`src/rtl/rcosc_freq_monitor_if.sv`:
```
// Monitor control and result signals exchanged with the oscillator supervisor.
// The master drives enable, toggle and clear; the monitor (slave) returns results and the failover select.
interface rcosc_freq_monitor_if #(
    parameter int unsigned CNT_W = 16
);
    logic             en;
    logic             osc_tgl;
    logic             fail_clr;
    logic             meas_valid;
    logic [CNT_W-1:0] meas_count;
    logic             osc_ok;
    logic             osc_fail;
    logic             clk_sel;

    modport master (
        output en, osc_tgl, fail_clr,
        input  meas_valid, meas_count, osc_ok, osc_fail, clk_sel
    );

    modport slave (
        input  en, osc_tgl, fail_clr,
        output meas_valid, meas_count, osc_ok, osc_fail, clk_sel
    );
endinterface

```
`src/rtl/rcosc_freq_monitor.sv`:
```
// RC oscillator frequency supervisor: counts synchronised toggle edges over a CLK window,
// debounces in-band / out-of-band verdicts and drives a sticky failover clock select.
module rcosc_freq_monitor #(
    parameter int unsigned WINDOW     = 1024,
    parameter int unsigned CNT_W      = 16,
    parameter int unsigned MIN_CNT    = 330,
    parameter int unsigned MAX_CNT    = 350,
    parameter int unsigned FAIL_LIMIT = 3,
    parameter int unsigned PASS_LIMIT = 4
) (
    input  logic                 clk,
    input  logic                 reset,
    rcosc_freq_monitor_if.slave  bus
);
    localparam logic [1:0] IDLE    = 2'd0;
    localparam logic [1:0] SETTLE  = 2'd1;
    localparam logic [1:0] MEASURE = 2'd2;
    localparam logic [1:0] EVAL    = 2'd3;

    localparam int unsigned WIN_W = (WINDOW > 1) ? $clog2(WINDOW) : 1;
    localparam int unsigned PS_W  = $clog2(PASS_LIMIT + 1);
    localparam int unsigned FS_W  = $clog2(FAIL_LIMIT + 1);
    localparam logic [CNT_W-1:0] CNT_SAT = '1;

    logic [1:0]       state, state_d;
    logic [WIN_W-1:0] cyc_cnt, cyc_cnt_d;
    logic [CNT_W-1:0] edge_cnt, edge_cnt_d;
    logic [PS_W-1:0]  pass_streak, pass_streak_d;
    logic [FS_W-1:0]  fail_streak, fail_streak_d;
    logic             sync1, sync2, hist;
    logic             meas_valid, meas_valid_d;
    logic [CNT_W-1:0] meas_count, meas_count_d;
    logic             osc_ok, osc_ok_d;
    logic             osc_fail, osc_fail_d;
    logic             clk_sel, clk_sel_d;
    logic             tgl_edge_c;
    logic             in_band_c;
    logic             fail_set_c;

    assign tgl_edge_c = sync2 ^ hist;
    assign in_band_c  = (edge_cnt >= CNT_W'(MIN_CNT)) && (edge_cnt <= CNT_W'(MAX_CNT));

    // Next-state, counters, streaks and registered outputs
    always_comb begin
        state_d       = state;
        cyc_cnt_d     = cyc_cnt;
        edge_cnt_d    = edge_cnt;
        pass_streak_d = pass_streak;
        fail_streak_d = fail_streak;
        meas_valid_d  = 1'b0;
        meas_count_d  = meas_count;
        osc_ok_d      = osc_ok;
        osc_fail_d    = osc_fail;
        clk_sel_d     = clk_sel;
        fail_set_c    = 1'b0;

        case (state)
            IDLE: begin
                cyc_cnt_d  = '0;
                edge_cnt_d = '0;
                if (bus.en) state_d = SETTLE;
            end
            SETTLE: begin
                if (!bus.en) begin
                    state_d   = IDLE;
                    cyc_cnt_d = '0;
                end else if (cyc_cnt == WIN_W'(2)) begin
                    state_d   = MEASURE;
                    cyc_cnt_d = '0;
                end else begin
                    cyc_cnt_d = cyc_cnt + WIN_W'(1);
                end
            end
            MEASURE: begin
                if (!bus.en) begin
                    state_d    = IDLE;
                    cyc_cnt_d  = '0;
                    edge_cnt_d = '0;
                end else begin
                    if (tgl_edge_c && (edge_cnt != CNT_SAT)) edge_cnt_d = edge_cnt + CNT_W'(1);
                    if (cyc_cnt == WIN_W'(WINDOW - 1)) begin
                        state_d   = EVAL;
                        cyc_cnt_d = '0;
                    end else begin
                        cyc_cnt_d = cyc_cnt + WIN_W'(1);
                    end
                end
            end
            default: begin
                // EVAL: publish count, debounce verdict; an edge arriving now is dropped
                meas_valid_d = 1'b1;
                meas_count_d = edge_cnt;
                edge_cnt_d   = '0;
                state_d      = bus.en ? MEASURE : IDLE;
                if (in_band_c) begin
                    fail_streak_d = '0;
                    if (pass_streak != PS_W'(PASS_LIMIT)) pass_streak_d = pass_streak + PS_W'(1);
                    if (pass_streak_d == PS_W'(PASS_LIMIT)) osc_ok_d = 1'b1;
                end else begin
                    pass_streak_d = '0;
                    osc_ok_d      = 1'b0;
                    if (fail_streak != FS_W'(FAIL_LIMIT)) fail_streak_d = fail_streak + FS_W'(1);
                    if (fail_streak_d == FS_W'(FAIL_LIMIT)) begin
                        fail_set_c = 1'b1;
                        osc_fail_d = 1'b1;
                        clk_sel_d  = 1'b1;
                    end
                end
            end
        endcase

        // A clear loses to a fail being set in the same cycle
        if (bus.fail_clr && !fail_set_c) begin
            osc_fail_d    = 1'b0;
            clk_sel_d     = 1'b0;
            fail_streak_d = '0;
        end
    end

    always_ff @(posedge clk) begin
        if (reset) begin
            state       <= IDLE;
            cyc_cnt     <= '0;
            edge_cnt    <= '0;
            pass_streak <= '0;
            fail_streak <= '0;
            sync1       <= 1'b0;
            sync2       <= 1'b0;
            hist        <= 1'b0;
            meas_valid  <= 1'b0;
            meas_count  <= '0;
            osc_ok      <= 1'b0;
            osc_fail    <= 1'b0;
            clk_sel     <= 1'b0;
        end else begin
            state       <= state_d;
            cyc_cnt     <= cyc_cnt_d;
            edge_cnt    <= edge_cnt_d;
            pass_streak <= pass_streak_d;
            fail_streak <= fail_streak_d;
            sync1       <= bus.osc_tgl;
            sync2       <= sync1;
            hist        <= sync2;
            meas_valid  <= meas_valid_d;
            meas_count  <= meas_count_d;
            osc_ok      <= osc_ok_d;
            osc_fail    <= osc_fail_d;
            clk_sel     <= clk_sel_d;
        end
    end

    assign bus.meas_valid = meas_valid;
    assign bus.meas_count = meas_count;
    assign bus.osc_ok     = osc_ok;
    assign bus.osc_fail   = osc_fail;
    assign bus.clk_sel    = clk_sel;
endmodule

```
`src/flat_wrapper.sv`:
```
// flat-port wrapper written by rule: the top's interface ports become plain ports
module rcosc_freq_monitor_flat 
#(
    parameter int unsigned WINDOW     = 1024,
    parameter int unsigned CNT_W      = 16,
    parameter int unsigned MIN_CNT    = 330,
    parameter int unsigned MAX_CNT    = 350,
    parameter int unsigned FAIL_LIMIT = 3,
    parameter int unsigned PASS_LIMIT = 4
)
  (clk, reset, bus_en, bus_osc_tgl, bus_fail_clr, bus_meas_valid, bus_meas_count, bus_osc_ok, bus_osc_fail, bus_clk_sel);
  rcosc_freq_monitor_if #(.CNT_W(CNT_W)) bus_i ();
  input  logic clk;
  input  logic reset;
  input wire logic [$bits(bus_i.en)-1:0] bus_en;
  input wire logic [$bits(bus_i.osc_tgl)-1:0] bus_osc_tgl;
  input wire logic [$bits(bus_i.fail_clr)-1:0] bus_fail_clr;
  output wire logic [$bits(bus_i.meas_valid)-1:0] bus_meas_valid;
  output wire logic [$bits(bus_i.meas_count)-1:0] bus_meas_count;
  output wire logic [$bits(bus_i.osc_ok)-1:0] bus_osc_ok;
  output wire logic [$bits(bus_i.osc_fail)-1:0] bus_osc_fail;
  output wire logic [$bits(bus_i.clk_sel)-1:0] bus_clk_sel;
  assign bus_i.en = bus_en;
  assign bus_i.osc_tgl = bus_osc_tgl;
  assign bus_i.fail_clr = bus_fail_clr;
  assign bus_meas_valid = bus_i.meas_valid;
  assign bus_meas_count = bus_i.meas_count;
  assign bus_osc_ok = bus_i.osc_ok;
  assign bus_osc_fail = bus_i.osc_fail;
  assign bus_clk_sel = bus_i.clk_sel;
  rcosc_freq_monitor #(.WINDOW(WINDOW), .CNT_W(CNT_W), .MIN_CNT(MIN_CNT), .MAX_CNT(MAX_CNT), .FAIL_LIMIT(FAIL_LIMIT), .PASS_LIMIT(PASS_LIMIT)) u_core (.clk(clk), .reset(reset), .bus(bus_i));
endmodule
```
`config.mk`:
```
export PLATFORM = sky130hd
export DESIGN_NAME = rcosc_freq_monitor_flat
export DESIGN_NICKNAME = d
export VERILOG_FILES = /design/src/rtl/rcosc_freq_monitor_if.sv /design/src/rtl/rcosc_freq_monitor.sv /design/src/flat_wrapper.sv
export SDC_FILE = /design/constraint.sdc
export NUM_CORES = 1
export LEC_CHECK = 0
export CAP_MARGIN = 20
export CORE_AREA = 5 5 72 90
export CTS_BUF_LIST = sky130_fd_sc_hd__clkbuf_2
export CTS_CLUSTER_SIZE = 10
export DETAILED_ROUTE_END_ITERATION = 8
export DIE_AREA = 0 0 77 95
export PLACE_DENSITY = 0.72
export SLEW_MARGIN = 20
export SYNTH_ARGS = -nofsm -noshare
export SYNTH_HDL_FRONTEND = slang
export SYNTH_SLANG_ARGS = --single-unit
export TNS_END_PERCENT = 5
```
`constraint.sdc`:
```
create_clock -name clk -period 1.9 [get_ports clk]
set_input_delay 0.38 -clock clk [delete_from_list [all_inputs] [get_ports clk]]
set_output_delay 0.38 -clock clk [all_outputs]
set_load 0.02 [all_outputs]
```
==> results.cfg, run 1 <==
[outcome]
outcome = finished with violations
failed_checks = setup timing

[synthesis]
ys.warnings.count = 0
synth_cell_types = 49
syn_avg_cell_area_um2 = 8.85
synthCells = 300
ys_seq_area_share_pct = 41.5
async_reset_ff_share_pct = 0
synth_area_um2 = 2650
yosys_register_bits = 55
synth_flop_cell = dfxtp_1
synth_fp_nets = 315
synth_edf_count = 0

[pwr]
leakage_nw = 1.42
switching_share_pct = 29.2
power_mw = 2.17
seqPwrFrac_pct = 55.4
pwr-share-clk_pct = 21.0
powerDensity_nw_per_um2 = 632
combPwrFrac_pct = 23.6
p_int_mw = 1.54
switchingPower_uw = 634
ir_drop_mv = 0.432

[cts]
clk_latency_ns = 0.44
clkTransAtPathRegs_ns = 0.27
clock-root-buffer = clkbuf_2
cts_max_level = 2
clock-sinks = 55
ctsHoldBuffers = 0
cts_buffer_depth = 2
tritoncts = yes
numCtsBuffers = 5

[route]
initialDrtViolationCount = 109
drc = 0
postRouteAntennaNets = 0
vias = 2426
wl_per_cell_um = 14.5
wirelength_um = 6270
avgViaCountPerCell = 5.60
drtPass1Iterations = 4

[layout]
num_antenna_cells = 0
areaGrowthSynthToFinish_pct = 29.5
layoutNonFillerInstCount = 433
drive_above_1_share_pct = 22.3
fin_nets = 381

[placement]
place.gp.congestion = 0.879
dpl.cell_count = 421
numPortBuffers = 24
dp_hpwl_um = 4560

[global_routing]
grt_max_degree = 28
grt_overflow = 0
grt_pass1_wl_um = 10500
grtUsageTotal_pct = 17.3
grt_pass1_vias = 2319
antenna_found_initial = 0

[worst_setup_path]
required_ns = 2.26
crit_type = register to register
timing.critical_path.slowest_cell_delay_ns = 0.46
cp_cell_sequence = inv_2 -> ha_4 -> or4b_4 -> o41ai_4 -> and2_4 -> a21oi_2 -> nor4_2
cp_max_fo = 3
cp.arrival_ns = 2.35
r2r-end = u_core.state[1]$_SDFFE_PP0P_
reg2reg_slack_ns = -0.1
worst_setup_path_start_kind = register
slowest_stage = or4b_4
timing.rr.start = u_core.cyc_cnt[0]$_SDFFE_PP0N_
cp-end-kind = register
r2r_cells = 7

[sta]
timing.final.ws_setup_ns = -0.0971
max_freq_mhz = 501
slew-limit-headroom_pct = 74.4
fin_crit_sh_pct = 105
finalClockSkew_ns = 0.0202
rsz0062_at_grt = yes
hold_viol_final = 0
finalCriticalPeriod_ns = 2.00
tightest_slew_ns = 0.383
hold_ws_ns = 0.465
finalSetupViolations = 8
finalMaxSlewViolations = 0

[floorplan]
die_area_um2 = 7320
die_h_um = 95
io_pins = 25
rows = 31
die_w_um = 77
core_area_um2 = 5620
start_util_pct = 47.2

[min_path]
worstHoldEndpoint = u_core.sync1$_SDFF_PP0_
hp-class = input port to register
min_path_cells = 2
hp-start = bus_osc_tgl

[flow_run]
maxCapViolations = 0
[registers in the layout (all words and copies together) (netlist names), 2 cells and up]
name	cells
u_core.bus.meas_count	16
u_core.edge_cnt	16
u_core.cyc_cnt	10
u_core.pass_streak	3
u_core.fail_streak	2
u_core.state	2
[how the worst max path moves through the flow]
stage	start	endpoint	slack, ns	depth (start not counted)
3_5_place_dp	bus_en	u_core.edge_cnt[15]$_SDFFE_PP0P_	-0.19	6
4_1_cts	u_core.cyc_cnt[0]$_SDFFE_PP0N_	u_core.state[1]$_SDFFE_PP0P_	-0.05	7
6_report	u_core.cyc_cnt[0]$_SDFFE_PP0N_	u_core.state[1]$_SDFFE_PP0P_	-0.1	7
3_3_place_gp	bus_en	u_core.edge_cnt[15]$_SDFFE_PP0P_	-0.14	6
5_1_grt	u_core.cyc_cnt[0]$_SDFFE_PP0N_	u_core.state[1]$_SDFFE_PP0P_	-0.18	7
2_1_floorplan	u_core.cyc_cnt[0]$_SDFFE_PP0N_	u_core.cyc_cnt[9]$_SDFFE_PP0N_	-0.04	8
[worst max-delay path, delay by kind of cell (launching register included)]
| kind | cells | cell delay (ns) |
|---|---|---|
| flops | 1 | 0.39 |
| compound gates | 2 | 0.39 |
| fa+ha+maj | 1 | 0.12 |
| simple gates | 3 | 0.94 |
| buf+inv | 1 | 0.07 |
[cells in the mapped netlist (6+ instances only)]
cell | n | share of area [%]
ha_1 | 10 | 4.7
nand3_1 | 15 | 2.8
xor2_1 | 7 | 2.3
o211ai_1 | 7 | 2.0
dfxtp_1 | 55 | 41
or3_1 | 7 | 1.7
inv_1 | 11 | 1.6
a21oi_1 | 22 | 4.1
nand4_1 | 7 | 1.7
o21ai_0 | 7 | 1.3
nand2_1 | 20 | 2.8
mux2i_1 | 19 | 7.2
nor2_1 | 33 | 4.7
a31oi_1 | 6 | 1.4
clkbuf_1 | 11 | 1.6
[per-layer routing]
metal | vias to the layer above | track usage [%] | part of all wire (%)
met1 | 1158 | 20.2 | 44
met3 | 12 | 3.05 | 2.6
met2 | 40 | 31.9 | 51
met5 | - | 0 | 0
met4 | 0 | 5.44 | 1.9
li1 | 1216 | - | -
[power by group through the flow]
stage	registers [mW]	logic, mW	clock network (mW)
after floorplan	1.22	0.232	0
after global placement	1.22	0.405	0
after detailed placement	1.22	0.417	0
after CTS	1.20	0.480	0.474
after global routing	1.21	0.557	0.520
final	1.20	0.512	0.457
[per-stage QoR]
stage	worst slack, ns	util [%]	area, um2	setup TNS (ns)
after detailed placement	-0.192	57.9	3260	-2.25
after CTS	-0.0484	59.9	3370	-0.0876
after floorplan	-0.0377	-	2660	-0.146
after global routing	-0.176	61.1	3440	-1.75
after global placement	-0.145	57.9	3260	-1.47
final	-0.0971	61.1	3440	-0.415
[cells by family (layout without fill, tap and decap cells)]
| group | count (synthesis) | after routing | synth area share [%] |
|---|---|---|---|
| compound gates | 63 | 63 | 16.4 |
| xor+xnor | 9 | 9 | 2.97 |
| fa+ha+maj | 10 | 10 | 4.71 |
| buf+inv | 27 | 94 | 4.43 |
| flops | 55 | 55 | 41.5 |
| mux | 19 | 19 | 7.17 |
| simple gates | 117 | 117 | 22.9 |
[cell usage in the layout (no fill, tap or decap), types with 8 or more instances in the layout]
master / n
buf_4: 50
clkdlybuf4s50_1: 13
mux2i_1: 19
a21oi_1: 19
ha_1: 8
nand3_1: 14
inv_1: 9
nand2_1: 20
dfxtp_1: 52
nor2_1: 33
dlymetal6s2s_1: 11
[timing repair]
item / CTS / global route
endpoints found under the setup margin: 12 / 32
pin swaps: 7 / 1
cloned: 1 / 0
setup buffers: 3 / 0
resized for setup: 14 / 18
[layout make-up]
cell class,count,area [um2]
fill,469,2190
multi-input combinational,218,1520
sequential,55,1100
timing repair buffer,75,648
tap,66,82.6
inverter,11,41.3
clock buffer,6,30.0
clock inverter,2,12.5
Note: power is estimated with default switching activity, not from simulation.
==> run 2, diff against run 1 <==
--- a/config.mk
+++ b/config.mk
@@ -6,12 +6,12 @@
 export NUM_CORES = 1
 export LEC_CHECK = 0
 export CAP_MARGIN = 20
-export CORE_AREA = 5 5 72 90
+export CORE_AREA = 5 5 79 81
 export CTS_BUF_LIST = sky130_fd_sc_hd__clkbuf_2
 export CTS_CLUSTER_SIZE = 10
 export DETAILED_ROUTE_END_ITERATION = 8
-export DIE_AREA = 0 0 77 95
-export PLACE_DENSITY = 0.72
+export DIE_AREA = 0 0 84 86
+export PLACE_DENSITY = 0.73
 export SLEW_MARGIN = 20
 export SYNTH_ARGS = -nofsm -noshare
 export SYNTH_HDL_FRONTEND = slang
==> run 2 against run 1 <==
  * The flow still finishes with violations (setup timing)
  * Clock skew up 0.028 ns
  * Core utilization grew 2.5 points
  * Cell area about the same
  * Critical path type unchanged
  * Largest power group unchanged
==> results.cfg, run 2 (same netlist as run 1, synthesis figures left out) <==
[layout]
final_cell_mix = dfxtp_1 (50), buf_4 (42), nor2_1 (32)
mostFrequentLayoutCell = dfxtp_1
fin_nets = 374
nFillCells = 444
top_regs = u_core.bus.meas_count (16), u_core.edge_cnt (16), u_core.cyc_cnt (10)
layoutNonFillerInstCount = 432
areaGrowthSynthToFinish_pct = 29.6
num_antenna_cells = 0
drive_above_1_share_pct = 21.7

[worst_setup_path]
cp_max_fo = 6
crit_type = register to register
r2r_cells = 8
cp-end-kind = register
slowest_stage = o31ai_1
timing.rr.start = u_core.cyc_cnt[1]$_SDFFE_PP0N_
required_ns = 2.27
timing.critical_path.slowest_cell_delay_ns = 0.53
critPathTopFamily = compound AO/OA/AOI/OAI gates
cp_cell_sequence = buf_4 -> ha_1 -> nand3_1 -> o31ai_1 -> a2111oi_4 -> buf_4 -> a21oi_1 -> mux2i_1
cp.arrival_ns = 2.34
critPathBufInv = 2
r2r-end = u_core.cyc_cnt[7]$_SDFFE_PP0N_
crit_top_cell = buf_4
worst_setup_path_start_kind = register
reg2reg_slack_ns = -0.06

[route]
postRouteAntennaNets = 0
avgViaCountPerCell = 5.50
wirelength_um = 6240
wl_per_cell_um = 14.4
drc = 0
initialDrtViolationCount = 99
vias = 2377
drtPass1Iterations = 4

[sta]
finalSetupViolations = 13
fin_crit_sh_pct = 103
rsz0062_at_grt = yes
max_freq_mhz = 509
setup_tns_ns = -0.415
timing.final.ws_setup_ns = -0.0648
hold_viol_final = 0
tightest_slew_ns = 0.541
finalMaxSlewViolations = 0
finalCriticalPeriod_ns = 1.96
finalClockSkew_ns = 0.0484
slew-limit-headroom_pct = 63.6

[global_routing]
grt_max_degree = 33
antenna_found_initial = 0
grtUsageTotal_pct = 17.9
grt_pass1_wl_um = 10800
grt_pass1_vias = 2294
grt_overflow = 0

[floorplan]
io_pins = 25
die_h_um = 86
start_util_pct = 49.1
die_area_um2 = 7220
core_area_um2 = 5410
rows = 27
die_w_um = 84

[min_path]
worstHoldEndpoint = u_core.sync1$_SDFF_PP0_
hp-start = bus_osc_tgl
hp-class = input port to register
min_path_cells = 2

[cts]
ctsHoldBuffers = 0
numCtsBuffers = 5
cts_buffer_depth = 2
cts_max_level = 2
clock-sinks = 55
clk_latency_ns = 0.45
tritoncts = yes
clkTransAtPathRegs_ns = 0.29
clock-root-buffer = clkbuf_2

[flow_run]
maxCapViolations = 0

[placement]
numPortBuffers = 24
place.gp.congestion = 0.858
dp_hpwl_um = 4400
dpl.cell_count = 422

[pwr]
leakage_nw = 1.53
ir_drop_mv = 0.310
powerDensity_nw_per_um2 = 664
power_mw = 2.28

[outcome]
failed_checks = setup timing
outcome = finished with violations
run 2: changes by cell type in the layout (fill, tap and decap cells not counted), moves of 2 or more:
cell / delta
dlymetal6s2s_1: +6
clkdlybuf4s50_1: -8
nor2_2: +2
dfxtp_2: +2
o21ai_0: -2
dfxtp_1: -2
buf_4: -8
dlygate4sd2_1: +2
run 2: through the flow:
step / hold slack (ns) / utilization, % / cell area, um2 / worst slack, ns
6_report: 0.443 / 63.6 / 3440 / -0.0648
3_3_place_gp: 0.425 / 59.9 / 3240 / -0.217
3_5_place_dp: 0.450 / 59.9 / 3240 / -0.292
5_1_grt: 0.392 / 63.6 / 3440 / -0.187
4_1_cts: 0.416 / 62.4 / 3370 / -0.0182
2_1_floorplan: 0.414 / - / 2660 / -0.0377
run 2: worst reg2reg max path, stage by stage, from the launching register on:
cell       delay, ns
dfxtp_2         0.40
buf_4           0.13
ha_1            0.17
nand3_1         0.12
o31ai_1         0.53
a2111oi_4       0.16
buf_4           0.21
a21oi_1         0.13
mux2i_1         0.08
run 2: timing repair:
| action | in CTS | in global routing |
|---|---|---|
| cloned | 1 | 0 |
| pin swaps | 6 | 2 |
| setup endpoints to repair | 17 | 39 |
| buffers inserted | 1 | 0 |
| resized for setup | 17 | 28 |
run 2: cell type report:
cell class | count | area (um2) | area share, %
repair buffers | 68 | 621 | 18.0
flip-flops and latches | 55 | 1110 | 32.2
multi-input cells | 218 | 1510 | 43.9
well taps | 72 | 90.1 | 2.62
clock buffers | 6 | 30.0 | 0.873
clock inverters | 2 | 38.8 | 1.13
inverters | 11 | 43.8 | 1.27
run 2: layer usage:
| layer | vias to the layer above | share of wire, % | GRT usage (%) |
|---|---|---|---|
| li1 | 1200 | - | - |
| met1 | 1133 | 48 | 23.7 |
| met2 | 37 | 48 | 30.3 |
| met3 | 7 | 3.0 | 3.65 |
| met4 | 0 | 1.3 | 3.95 |
| met5 | - | 0 | 0 |
run 2: how the worst max path moves through the flow:
stage                                   start                               to  slack [ns]  cells after the start
6_report       u_core.cyc_cnt[1]$_SDFFE_PP0N_   u_core.cyc_cnt[7]$_SDFFE_PP0N_       -0.06                      8
5_1_grt        u_core.cyc_cnt[1]$_SDFFE_PP0N_   u_core.cyc_cnt[7]$_SDFFE_PP0N_       -0.19                      8
4_1_cts        u_core.cyc_cnt[0]$_SDFFE_PP0N_   u_core.cyc_cnt[9]$_SDFFE_PP0N_       -0.02                      8
3_5_place_dp                           bus_en   u_core.cyc_cnt[5]$_SDFFE_PP0N_       -0.29                      7
3_3_place_gp                           bus_en  u_core.edge_cnt[6]$_SDFFE_PP0P_       -0.22                      6
2_1_floorplan  u_core.cyc_cnt[0]$_SDFFE_PP0N_   u_core.cyc_cnt[9]$_SDFFE_PP0N_       -0.04                      8
run 2: report_power, final:
| group | internal, mW | total, mW | switching [mW] |
|---|---|---|---|
| combinational | 0.227 | 0.477 | 0.250 |
| clock | 0.233 | 0.599 | 0.366 |
| sequential | 1.19 | 1.21 | 0.0199 |
| total | 1.65 | 2.28 | 0.636 |
==> run 3, diff against run 2 <==
--- a/config.mk
+++ b/config.mk
@@ -11,9 +11,11 @@
 export CTS_CLUSTER_SIZE = 10
 export DETAILED_ROUTE_END_ITERATION = 8
 export DIE_AREA = 0 0 84 86
-export PLACE_DENSITY = 0.73
+export DONT_BUFFER_PORTS = 1
+export HOLD_SLACK_MARGIN = 0.06
+export PLACE_DENSITY = 0.67
 export SLEW_MARGIN = 20
 export SYNTH_ARGS = -nofsm -noshare
 export SYNTH_HDL_FRONTEND = slang
 export SYNTH_SLANG_ARGS = --single-unit
-export TNS_END_PERCENT = 5
+export TNS_END_PERCENT = 1
==> run 3 against run 2 <==
  * The flow still finishes with violations (setup timing)
  * Worst hold slack got worse by 0.34 ns
  * Total power fell by 6.4%
  * Routed wire length fell by 1.6%
  * Combinational power fell by 5.0%
  * Flip-flop and latch count did not move
==> results.cfg, run 3 (same netlist as run 1, synthesis figures left out) <==
[outcome]
outcome = finished with violations
failed_checks = setup timing

[pwr]
powerDensity_nw_per_um2 = 679
ir_drop_mv = 0.385
leakage_nw = 1.13

[global_routing]
antenna_found_initial = 0
grtUsageTotal_pct = 16.8
grt_pass1_wl_um = 10000
grt_pass1_vias = 2129
grt_max_degree = 32
grt_overflow = 0

[worst_setup_path]
cp-end-kind = register
crit_type = register to register
cp.arrival_ns = 2.31
worst_setup_path_start_kind = register
required_ns = 2.29
cp_max_fo = 2

[route]
met3WireLength_um = 228
wirelength_um = 6140
dr.max_layer_used = met4
met1_length_um = 2940
drc = 0
initialDrtViolationCount = 120
route.met2.wl_um = 2920
wl_per_cell_um = 14.9
vias = 2259
postRouteAntennaNets = 0
avgViaCountPerCell = 5.47
drtPass1Iterations = 4

[floorplan]
start_util_pct = 49.1
die_area_um2 = 7220
die_w_um = 84
die_h_um = 86
core_area_um2 = 5410
io_pins = 25
rows = 27

[sta]
max_freq_mhz = 519
finalMaxSlewViolations = 0
hold_viol_final = 0
finalClockSkew_ns = 0.0183
hold_ws_ns = 0.107
tightest_slew_ns = 0.428
timing.final.ws_setup_ns = -0.0261
finalSetupViolations = 1
rsz0062_at_grt = yes
fin_crit_sh_pct = 101
finalCriticalPeriod_ns = 1.93
slew-limit-headroom_pct = 71.4
setup_tns_ns = -0.0261

[flow_run]
maxCapViolations = 0

[layout]
fin_nets = 355
fin_util_pct = 58.2
num_antenna_cells = 0
mostFrequentLayoutCell = dfxtp_1
layoutNonFillerInstCount = 413
multi_input_area_um2 = 1480
drive_above_1_share_pct = 21.4
regArea_um2 = 1100
nFillCells = 485
final_cell_mix = dfxtp_1 (52), buf_4 (43), nor2_1 (33)
areaGrowthSynthToFinish_pct = 18.6
top_regs = u_core.bus.meas_count (16), u_core.edge_cnt (16), u_core.cyc_cnt (10)
fin_area_um2 = 3150

[placement]
place.gp.congestion = 0.826
dp_hpwl_um = 4220
place_area_um2 = 2990
dpl.cell_count = 398
numPortBuffers = 0

[cts]
tritoncts = yes
clock-sinks = 55
clk_latency_ns = 0.44
clock-root-buffer = clkbuf_2
cts_max_level = 2
numCtsBuffers = 5
clkTransAtPathRegs_ns = 0.29
cts_buffer_depth = 2

[min_path]
hp-class = input port to register
[run 3: cell count changes in the layout (fill, tap and decap cells not counted), moves of 3 or more]
cell,before,now
dlymetal6s2s_1,17,0
o21ai_0,4,7
dlygate4sd3_1,0,4
clkdlybuf4s50_1,5,0
[run 3: worst paths after layout]
kind	startpoint	to	slack (ns)	depth (start not counted)
hold reg to reg	u_core.sync1$_SDFF_PP0_	u_core.sync2$_SDFF_PP0_	0.48	1
setup / recovery	u_core.cyc_cnt[0]$_SDFFE_PP0N_	u_core.state[1]$_SDFFE_PP0P_	-0.03	8
setup reg to reg	u_core.cyc_cnt[0]$_SDFFE_PP0N_	u_core.state[1]$_SDFFE_PP0P_	-0.03	8
hold / removal	bus_fail_clr	u_core.fail_streak[1]$_SDFFE_PP0P_	0.11	3
[run 3: where the power goes]
| part | internal (mW) | total, mW | switching, mW |
|---|---|---|---|
| logic | 0.224 | 0.453 | 0.228 |
| registers | 1.19 | 1.21 | 0.0182 |
| clock network | 0.100 | 0.478 | 0.378 |
| total | 1.51 | 2.14 | 0.625 |
[run 3: stage by stage]
step | setup WS (ns) | power (mW)
final | -0.0261 | 2.14
after CTS | 0.00639 | 2.13
after global routing | -0.0993 | 2.26
after floorplan | -0.0377 | 1.46
after global placement | -0.0115 | 1.60
after detailed placement | -0.0681 | 1.61
[run 3: critical path, stage by stage, from the launching register on]
cell	delay [ns]
dfxtp_2	0.38
inv_2	0.05
ha_1	0.13
or4b_4	0.46
o41ai_4	0.27
buf_4	0.18
and2_4	0.14
a21oi_2	0.06
nor4_2	0.22
[run 3: area by class of cell]
| type | count | area share (%) |
|---|---|---|
| inverter | 11 | 1.31 |
| sequential | 55 | 35.1 |
| multi-input combinational | 218 | 46.9 |
| clock inverter | 3 | 0.755 |
| timing repair buffer | 49 | 12.3 |
| tap | 72 | 2.86 |
| clock buffer | 5 | 0.795 |
[run 3: what timing repair did]
item / CTS / global route
resized for setup: 5 / 9
setup endpoints to repair: 13 / 19
gates cloned: 0 / 1
hold endpoints to repair: 31 / 3
hold buffers: 3 / 2
pin swaps: 2 / 3
buffers inserted: 1 / 0
[run 3: layer usage]
metal  vias to the layer above  GRT usage [%]
met5                         -              0
met4                         0           4.39
met3                         4           4.03
met2                        42           27.8
met1                      1052           21.9
li1                       1161              -
